## config.mk

```make
export PLATFORM = sky130hd
export DESIGN_NAME = exec_sequencer_flat
export DESIGN_NICKNAME = d
export VERILOG_FILES = /design/src/rtl/core_pkg.sv /design/src/rtl/exec_sequencer_if.sv /design/src/rtl/seq_timeout_ctr.sv /design/src/rtl/exec_sequencer.sv /design/src/flat_wrapper.sv
export SDC_FILE = /design/constraint.sdc
export NUM_CORES = 1
export LEC_CHECK = 0
export BUFFER_PORTS_ARGS = -buffer_cell sky130_fd_sc_hd__buf_4
export CAP_MARGIN = 20
export CORE_ASPECT_RATIO = 0.9
export CORE_MARGIN = 3
export CORE_UTILIZATION = 35
export CTS_BUF_LIST = sky130_fd_sc_hd__clkbuf_16
export CTS_CLUSTER_DIAMETER = 200
export DETAILED_ROUTE_END_ITERATION = 12
export GPL_TIMING_DRIVEN = 0
export MAX_ROUTING_LAYER = met4
export PLACE_DENSITY_LB_ADDON = 0.25
export SYNTH_ARGS = -nofsm -noshare
export SYNTH_HDL_FRONTEND = slang
export SYNTH_HIERARCHICAL = 1
export SYNTH_SLANG_ARGS = --single-unit
```

## constraint.sdc

```tcl
create_clock -name clk -period 5.86 [get_ports clk]
set_input_delay 0.586 -clock clk [delete_from_list [all_inputs] [get_ports clk]]
set_output_delay 0.586 -clock clk [all_outputs]
set_load 0.1 [all_outputs]
```

## src/rtl/core_pkg.sv

```systemverilog
// Shared RV32I core definitions: opcode constants, sequencer state and
// instruction-class encodings, and the datapath select encodings.
package core_pkg;

  localparam logic [6:0] OPC_OP_IMM = 7'b0010011;
  localparam logic [6:0] OPC_OP     = 7'b0110011;
  localparam logic [6:0] OPC_LOAD   = 7'b0000011;
  localparam logic [6:0] OPC_STORE  = 7'b0100011;
  localparam logic [6:0] OPC_LUI    = 7'b0110111;
  localparam logic [6:0] OPC_AUIPC  = 7'b0010111;
  localparam logic [6:0] OPC_BRANCH = 7'b1100011;
  localparam logic [6:0] OPC_JAL    = 7'b1101111;
  localparam logic [6:0] OPC_JALR   = 7'b1100111;
  localparam logic [6:0] OPC_SYSTEM = 7'b1110011;

  localparam logic [1:0] PC_SEL_PLUS4  = 2'b00;
  localparam logic [1:0] PC_SEL_TARGET = 2'b01;
  localparam logic [1:0] PC_SEL_JALR   = 2'b10;

  localparam logic [1:0] WB_SEL_ALU  = 2'b00;
  localparam logic [1:0] WB_SEL_LOAD = 2'b01;
  localparam logic [1:0] WB_SEL_LINK = 2'b10;

  localparam logic [1:0] CAUSE_NONE    = 2'b00;
  localparam logic [1:0] CAUSE_ILLEGAL = 2'b01;
  localparam logic [1:0] CAUSE_BUS     = 2'b10;
  localparam logic [1:0] CAUSE_HALT    = 2'b11;

  typedef enum logic [2:0] {
    S_FETCH, S_DECODE, S_EXEC, S_MEM, S_WB, S_TRAP
  } seq_state_t;

  typedef enum logic [2:0] {
    CLS_ALU, CLS_LOAD, CLS_STORE, CLS_BRANCH,
    CLS_JAL, CLS_JALR, CLS_SYSTEM, CLS_ILLEGAL
  } op_class_t;

  typedef struct packed {
    seq_state_t state;
    op_class_t  cls;
    logic [2:0] funct3;
  } seq_dbg_t;

  // ALU-using classes are only legal when operand control agrees (alu_en).
  function automatic op_class_t decode_class(input logic [6:0] opc,
                                             input logic       alu_en);
    op_class_t cls;
    cls = CLS_ILLEGAL;
    case (opc)
      OPC_OP_IMM, OPC_OP, OPC_LUI, OPC_AUIPC: cls = alu_en ? CLS_ALU   : CLS_ILLEGAL;
      OPC_LOAD:   cls = alu_en ? CLS_LOAD  : CLS_ILLEGAL;
      OPC_STORE:  cls = alu_en ? CLS_STORE : CLS_ILLEGAL;
      OPC_BRANCH: cls = CLS_BRANCH;
      OPC_JAL:    cls = CLS_JAL;
      OPC_JALR:   cls = CLS_JALR;
      OPC_SYSTEM: cls = CLS_SYSTEM;
      default:    cls = CLS_ILLEGAL;
    endcase
    return cls;
  endfunction

endpackage

```

## src/rtl/exec_sequencer_if.sv

```systemverilog
// Instruction/data memory handshake between the sequencer and the memories.
// Handshake: a req stays high until ack is sampled high on a rising clock
// edge; ack is meaningful only while req is high; the transfer completes on
// that edge and the requester drops req on the following cycle. dmem_we is
// valid only while dmem_req is high.
interface exec_sequencer_if;
  logic imem_req;
  logic imem_ack;
  logic dmem_req;
  logic dmem_we;
  logic dmem_ack;

  modport master (output imem_req, dmem_req, dmem_we, input imem_ack, dmem_ack);
  modport slave  (input imem_req, dmem_req, dmem_we, output imem_ack, dmem_ack);
endinterface

```

## src/rtl/seq_timeout_ctr.sv

```systemverilog
// Bus-wait down-counter shared by FETCH and MEM: reloaded while no request is
// outstanding, decremented on each unacknowledged request cycle.
module seq_timeout_ctr #(
  parameter int MEM_TIMEOUT = 255
) (
  input  logic clk,
  input  logic rst_n,
  input  logic clr,
  input  logic en,
  output logic expired
);

  logic [7:0] cnt;

  always_ff @(posedge clk) begin
    if (!rst_n) begin
      cnt <= '0;
    end else if (clr) begin
      cnt <= 8'(MEM_TIMEOUT);
    end else if (en && cnt != '0) begin
      cnt <= cnt - 8'd1;
    end
  end

  // Flags the MEM_TIMEOUT-th waiting cycle itself, so an ack arriving in
  // that same cycle can still take priority in the sequencer.
  assign expired = en && (cnt == 8'd1);

endmodule

```

## src/rtl/exec_sequencer.sv

```systemverilog
// Multi-cycle FETCH/DECODE/EXEC/MEM/WB sequencer for the RV32I core, with
// retired-instruction counter and sticky trap on illegal opcode/bus timeout.
module exec_sequencer
  import core_pkg::*;
#(
  parameter int MEM_TIMEOUT = 255,
  parameter int CNT_W       = 32
) (
  input  logic                  clk,
  input  logic                  rst_n,
  input  logic [6:0]            opcode,
  input  logic [2:0]            funct3,
  input  logic                  alu_en,
  input  logic                  br_taken,
  exec_sequencer_if.master      mem,
  output logic                  ir_load,
  output logic                  alu_latch,
  output logic                  pc_we,
  output logic [1:0]            pc_sel,
  output logic                  rf_we,
  output logic [1:0]            wb_sel,
  output logic                  retire,
  output logic [CNT_W-1:0]      instret,
  output logic                  trap,
  output logic [1:0]            trap_cause,
  output seq_dbg_t              dbg
);

  seq_state_t       state;
  op_class_t        cls_q;
  op_class_t        dec_cls;
  logic [2:0]       f3_q;
  logic             imem_req_q;
  logic             dmem_req_q;
  logic             dmem_we_q;
  logic             alu_latch_q;
  logic             pc_we_q;
  logic [1:0]       pc_sel_q;
  logic             rf_we_q;
  logic [1:0]       wb_sel_q;
  logic             retire_q;
  logic [CNT_W-1:0] instret_q;
  logic             trap_q;
  logic [1:0]       cause_q;

  logic             tmo_clr;
  logic             tmo_en;
  logic             tmo_expired;

  logic             wb_rf_we;
  logic [1:0]       wb_sel_nxt;
  logic [1:0]       pc_sel_nxt;

  assign tmo_clr = !(imem_req_q || dmem_req_q);
  assign tmo_en  = (imem_req_q && !mem.imem_ack) || (dmem_req_q && !mem.dmem_ack);

  seq_timeout_ctr #(.MEM_TIMEOUT(MEM_TIMEOUT)) u_tmo (
    .clk     (clk),
    .rst_n   (rst_n),
    .clr     (tmo_clr),
    .en      (tmo_en),
    .expired (tmo_expired)
  );

  assign dec_cls = decode_class(opcode, alu_en);

  // Writeback controls for the instruction in flight; br_taken only matters
  // on the EXEC->WB transition of a branch.
  always_comb begin
    wb_rf_we   = 1'b1;
    wb_sel_nxt = WB_SEL_ALU;
    pc_sel_nxt = PC_SEL_PLUS4;
    case (cls_q)
      CLS_LOAD:   wb_sel_nxt = WB_SEL_LOAD;
      CLS_STORE:  wb_rf_we = 1'b0;
      CLS_BRANCH: begin
        wb_rf_we = 1'b0;
        if (br_taken) pc_sel_nxt = PC_SEL_TARGET;
      end
      CLS_JAL: begin
        wb_sel_nxt = WB_SEL_LINK;
        pc_sel_nxt = PC_SEL_TARGET;
      end
      CLS_JALR: begin
        wb_sel_nxt = WB_SEL_LINK;
        pc_sel_nxt = PC_SEL_JALR;
      end
      default: ;
    endcase
  end

  always_ff @(posedge clk) begin
    if (!rst_n) begin
      state       <= S_FETCH;
      cls_q       <= CLS_ALU;
      f3_q        <= '0;
      imem_req_q  <= 1'b0;
      dmem_req_q  <= 1'b0;
      dmem_we_q   <= 1'b0;
      alu_latch_q <= 1'b0;
      pc_we_q     <= 1'b0;
      pc_sel_q    <= PC_SEL_PLUS4;
      rf_we_q     <= 1'b0;
      wb_sel_q    <= WB_SEL_ALU;
      retire_q    <= 1'b0;
      instret_q   <= '0;
      trap_q      <= 1'b0;
      cause_q     <= CAUSE_NONE;
    end else begin
      alu_latch_q <= 1'b0;
      pc_we_q     <= 1'b0;
      rf_we_q     <= 1'b0;
      retire_q    <= 1'b0;
      pc_sel_q    <= PC_SEL_PLUS4;
      wb_sel_q    <= WB_SEL_ALU;
      if (retire_q) instret_q <= instret_q + CNT_W'(1);

      case (state)
        S_FETCH: begin
          // After reset the request is raised one cycle late, so a reset
          // always leaves both requests low on its first edge.
          if (!imem_req_q) begin
            imem_req_q <= 1'b1;
          end else if (mem.imem_ack) begin
            imem_req_q <= 1'b0;
            state      <= S_DECODE;
          end else if (tmo_expired) begin
            imem_req_q <= 1'b0;
            state      <= S_TRAP;
            trap_q     <= 1'b1;
            cause_q    <= CAUSE_BUS;
          end
        end
        S_DECODE: begin
          cls_q <= dec_cls;
          f3_q  <= funct3;
          if (dec_cls == CLS_SYSTEM) begin
            state   <= S_TRAP;
            trap_q  <= 1'b1;
            cause_q <= CAUSE_HALT;
          end else if (dec_cls == CLS_ILLEGAL) begin
            state   <= S_TRAP;
            trap_q  <= 1'b1;
            cause_q <= CAUSE_ILLEGAL;
          end else begin
            state       <= S_EXEC;
            alu_latch_q <= 1'b1;
          end
        end
        S_EXEC: begin
          if (cls_q == CLS_LOAD || cls_q == CLS_STORE) begin
            state      <= S_MEM;
            dmem_req_q <= 1'b1;
            dmem_we_q  <= (cls_q == CLS_STORE);
          end else begin
            state    <= S_WB;
            pc_we_q  <= 1'b1;
            retire_q <= 1'b1;
            rf_we_q  <= wb_rf_we;
            wb_sel_q <= wb_sel_nxt;
            pc_sel_q <= pc_sel_nxt;
          end
        end
        S_MEM: begin
          if (mem.dmem_ack) begin
            dmem_req_q <= 1'b0;
            dmem_we_q  <= 1'b0;
            state      <= S_WB;
            pc_we_q    <= 1'b1;
            retire_q   <= 1'b1;
            rf_we_q    <= wb_rf_we;
            wb_sel_q   <= wb_sel_nxt;
            pc_sel_q   <= pc_sel_nxt;
          end else if (tmo_expired) begin
            dmem_req_q <= 1'b0;
            dmem_we_q  <= 1'b0;
            state      <= S_TRAP;
            trap_q     <= 1'b1;
            cause_q    <= CAUSE_BUS;
          end
        end
        S_WB: begin
          state      <= S_FETCH;
          imem_req_q <= 1'b1;
        end
        S_TRAP: ;
        default: state <= S_TRAP;
      endcase
    end
  end

  // IR capture must coincide with the cycle the fetch data is valid, so this
  // one strobe is decoded from the live ack rather than registered.
  assign ir_load      = (state == S_FETCH) && imem_req_q && mem.imem_ack;
  assign mem.imem_req = imem_req_q;
  assign mem.dmem_req = dmem_req_q;
  assign mem.dmem_we  = dmem_we_q;
  assign alu_latch    = alu_latch_q;
  assign pc_we        = pc_we_q;
  assign pc_sel       = pc_sel_q;
  assign rf_we        = rf_we_q;
  assign wb_sel       = wb_sel_q;
  assign retire       = retire_q;
  assign instret      = instret_q;
  assign trap         = trap_q;
  assign trap_cause   = cause_q;
  assign dbg          = '{state: state, cls: cls_q, funct3: f3_q};

endmodule

```

## src/flat_wrapper.sv

```systemverilog
// flat-port wrapper written by rule: the top's interface ports become plain ports
module exec_sequencer_flat import core_pkg::*;
#(
  parameter int MEM_TIMEOUT = 255,
  parameter int CNT_W       = 32
)
  (clk, rst_n, opcode, funct3, alu_en, br_taken, ir_load, alu_latch, pc_we, pc_sel, rf_we, wb_sel, retire, instret, trap, trap_cause, dbg, mem_imem_req, mem_dmem_req, mem_dmem_we, mem_imem_ack, mem_dmem_ack);
  exec_sequencer_if mem_i ();
  input  logic clk;
  input  logic rst_n;
  input  logic [6:0] opcode;
  input  logic [2:0] funct3;
  input  logic alu_en;
  input  logic br_taken;
  output logic ir_load;
  output logic alu_latch;
  output logic pc_we;
  output logic [1:0] pc_sel;
  output logic rf_we;
  output logic [1:0] wb_sel;
  output logic retire;
  output logic [CNT_W-1:0] instret;
  output logic trap;
  output logic [1:0] trap_cause;
  output seq_dbg_t dbg;
  output wire logic [$bits(mem_i.imem_req)-1:0] mem_imem_req;
  output wire logic [$bits(mem_i.dmem_req)-1:0] mem_dmem_req;
  output wire logic [$bits(mem_i.dmem_we)-1:0] mem_dmem_we;
  input wire logic [$bits(mem_i.imem_ack)-1:0] mem_imem_ack;
  input wire logic [$bits(mem_i.dmem_ack)-1:0] mem_dmem_ack;
  assign mem_imem_req = mem_i.imem_req;
  assign mem_dmem_req = mem_i.dmem_req;
  assign mem_dmem_we = mem_i.dmem_we;
  assign mem_i.imem_ack = mem_imem_ack;
  assign mem_i.dmem_ack = mem_dmem_ack;
  exec_sequencer #(.MEM_TIMEOUT(MEM_TIMEOUT), .CNT_W(CNT_W)) u_core (.clk(clk), .rst_n(rst_n), .opcode(opcode), .funct3(funct3), .alu_en(alu_en), .br_taken(br_taken), .mem(mem_i), .ir_load(ir_load), .alu_latch(alu_latch), .pc_we(pc_we), .pc_sel(pc_sel), .rf_we(rf_we), .wb_sel(wb_sel), .retire(retire), .instret(instret), .trap(trap), .trap_cause(trap_cause), .dbg(dbg));
endmodule
```

==> flow_metrics.env <==
export IMPL_synthFlopType="dfxtp_1"
export IMPL_crit_fanout=7
export IMPL_placedCellCount=548
export IMPL_syn_inst=363
export IMPL_gp_congestion=0.824
export IMPL_worst_setup_path_end_kind="flop"
export IMPL_syn_to_final_growth_pct=29.5
export IMPL_fillCellCount=832
export IMPL_async_flop_share_pct=0
export IMPL_max_freq_ghz=0.387
export IMPL_synthesis_area_sq_mm=0.00311
export IMPL_status="complete, no violations"
export IMPL_crit_chain="or4_1 -> buf_2 -> nor4_1 -> nor2b_1 -> nand3_1 -> a221o_1 -> a211oi_1"
export IMPL_track_usage_pct=17.0
export IMPL_postCtsResizedCells=0
export IMPL_avgSynthCellArea_sq_um=8.57
export IMPL_finalNetCount=464
export IMPL_synth_distinct_cells=62
export IMPL_cp_start_kind="flop"
export IMPL_vias=3057
export IMPL_firstDrtPassIters=5
export IMPL_first_iter_violations=135
export IMPL_cts_buffers=9
export IMPL_power_leakage_uw=0.00156
export IMPL_max_stage_delay_ns=0.52
export IMPL_hold_viol_final=0
export IMPL_cp_arrival_ns=2.82
export IMPL_syn_nets=383
export IMPL_grt_pass1_wl_um=13300
export IMPL_ios=72
export IMPL_post_route_min_period_ns=2.58
export IMPL_maxCapViolations=0
export IMPL_vdd_drop_max_uv=168
export IMPL_clockBufferDepth=2
export IMPL_holdBufCountCts=0
export IMPL_dieWidth_um=105
export IMPL_synth_edf_count=0
export IMPL_wl_per_cell_um=14.6
export IMPL_tightestPinTransition_ns=0.622
export IMPL_finalCritPeriodShare_pct=44.0
export IMPL_fin_util_pct=48.3
export IMPL_cts_tree="done"
export IMPL_antennaDiodeCount=0
export IMPL_grt_start_max_net_pins=11
export IMPL_via_per_inst=5.43
export IMPL_setup_violations=0
export IMPL_cts_sinks=62
export IMPL_layout_drive_gt1_share_pct=22.1
export IMPL_cts_max_level=3
export IMPL_whs_ns=0.460
export IMPL_critPathKind="flop to flop"
export IMPL_clock_latency_ns=0.32
export IMPL_grt_ovfl_total=0
export IMPL_p_total_uw=1100
export IMPL_slew_viol_final=0
export IMPL_critPathTopFamily="simple AND/OR/NAND/NOR gates"
export IMPL_slew_headroom_pct=58.5
export IMPL_drc_errors=0
export IMPL_ys_seq_elements=62
export IMPL_crit_slowest_cell="or4_1"
export IMPL_port_buffers=70
export IMPL_crit_buf_inv=1
export IMPL_finalNonFillerCells=563
export IMPL_hpwl_um=6010
export IMPL_routed_wl_um=8210
export IMPL_clk_transition_reported_paths_ns=0.05
export IMPL_rsz0062_at_grt="no"
export IMPL_design_core_area_sq_mm=0.00834
export IMPL_min_path_type="flop to flop"
export IMPL_final_cell_mix="71 x buf_4, 62 x dfxtp_1, 30 x nand2_1, 28 x nor2_1, 26 x a21oi_1"
export IMPL_setup_tns_ns=0
export IMPL_antenna_left=0
export IMPL_antenna_found_initial=0
export IMPL_pwr_density_cell_mw_per_mm2=274
export IMPL_grt_pass1_vias=2769
export IMPL_die_area_sq_mm=0.0101
export IMPL_post_cts_buffers=0
export IMPL_initial_core_util_pct=37.3
export IMPL_cp_required_ns=6.10
export IMPL_yosysWarningCount=6
export IMPL_std_cell_rows=31
export IMPL_final_common_cell="buf_4"
export IMPL_fin_skew_ns=0.00952
export IMPL_cts_root_buffer="clkbuf_16"
export IMPL_seq_area_frac_synth_pct=39.9
export IMPL_die_y_um=95.5
[synthesized netlist by cell type, types with 2 or more instances]
cell type | instances | area [sq um]
a211oi_1 | 3 | 22.5
a21oi_1 | 26 | 130
a221oi_1 | 3 | 26.3
a311o_1 | 2 | 20.0
a311oi_1 | 3 | 26.3
a31oi_1 | 4 | 25.0
and2_1 | 4 | 25.0
and3_1 | 3 | 18.8
and4_1 | 7 | 61.3
buf_2 | 5 | 25.0
buf_6 | 2 | 22.5
clkbuf_1 | 10 | 37.5
dfxtp_1 | 62 | 1240
ha_1 | 4 | 50.1
inv_1 | 14 | 52.6
mux2i_1 | 2 | 20.0
nand2_1 | 30 | 113
nand2b_1 | 2 | 12.5
nand3_1 | 14 | 70.1
nand3b_1 | 3 | 22.5
nand4_1 | 11 | 68.8
nor2_1 | 28 | 105
nor2b_1 | 8 | 50.1
nor3_1 | 3 | 15.0
nor3b_1 | 6 | 45.0
o2111ai_1 | 2 | 17.5
o211ai_1 | 2 | 15.0
o21a_1 | 2 | 15.0
o21ai_0 | 14 | 70.1
o22ai_1 | 5 | 31.3
o31ai_1 | 14 | 105
or3_1 | 7 | 43.8
or3b_2 | 2 | 17.5
or4_1 | 16 | 120
xnor2_1 | 7 | 61.3
xor2_1 | 7 | 61.3
[layout make-up]
| class | count | area, sq um | area share, % |
|---|---|---|---|
| buffer | 20 | 104 | 2.58 |
| timing repair buffer | 70 | 526 | 13.0 |
| inverter | 14 | 52.6 | 1.30 |
| tap | 115 | 144 | 3.57 |
| clock buffer | 9 | 225 | 5.59 |
| clock inverter | 6 | 23.8 | 0.590 |
| sequential | 62 | 1240 | 30.8 |
| multi-input combinational | 267 | 1710 | 42.5 |
[worst min-delay path, cell delays in order (launching register included)]
cell and delay [ns]:
dfxtp_1 0.31, nand2_1 0.05, a21oi_1 0.05
[registers in the layout (all words and copies together), names as in the netlist, 2 cells and up]
register,flops
u_core/state,3
u_core/f3_q,3
u_core/u_tmo/cnt,8
u_core/cls_q,3
u_core/instret,32
u_core/trap_cause,2
u_core/pc_sel,2
u_core/wb_sel,2
[routing by layer]
layer	GRT usage, %	wire, um	vias to the layer above
met2	26.9	3850	103
met1	21.3	3720	1425
met3	5.08	543	9
met5	-	0	-
li1	-	-	1520
met4	4.70	99	0
[through the flow]
stage                     instance area [sq um]  setup WS (ns)
after floorplan                            3110           3.12
after global placement                     3780           3.30
after detailed placement                   3780           3.25
after CTS                                  4030           3.28
after global routing                       4030           3.10
final                                      4030           3.28
[logic make-up (layout without fill, tap and decap cells)]
| family | count (synthesis) | count (layout) | share of synthesized area, % |
|---|---|---|---|
| AOI/OAI and AO/OA | 93 | 93 | 20.0 |
| DFF | 62 | 62 | 39.9 |
| adders and majority gates | 4 | 4 | 1.61 |
| and+or+nand+nor | 154 | 154 | 28.9 |
| muxes | 2 | 2 | 0.643 |
| buffers and inverters | 34 | 119 | 5.03 |
| xor gates and xnor gates | 14 | 14 | 3.94 |
[final timing paths]
path                                          from                                end  slack, ns  cells past startpoint
hold reg to reg        u_core/f3_q[0]$_SDFFE_PN0P_        u_core/f3_q[0]$_SDFFE_PN0P_       0.46                      2
setup / recovery  u_core/u_tmo/cnt[2]$_SDFFE_PN0P_  u_core/trap_cause[1]$_SDFFE_PN0P_       3.28                      7
hold / removal         u_core/f3_q[0]$_SDFFE_PN0P_        u_core/f3_q[0]$_SDFFE_PN0P_       0.46                      2
setup reg to reg  u_core/u_tmo/cnt[2]$_SDFFE_PN0P_  u_core/trap_cause[1]$_SDFFE_PN0P_       3.28                      7
[where the power goes]
group	total [uW]	switching, uW	internal, uW
registers	457	18.4	439
logic	202	145	57.7
clock network	443	169	274
No activity file was read; power rests on OpenSTA's default activity.
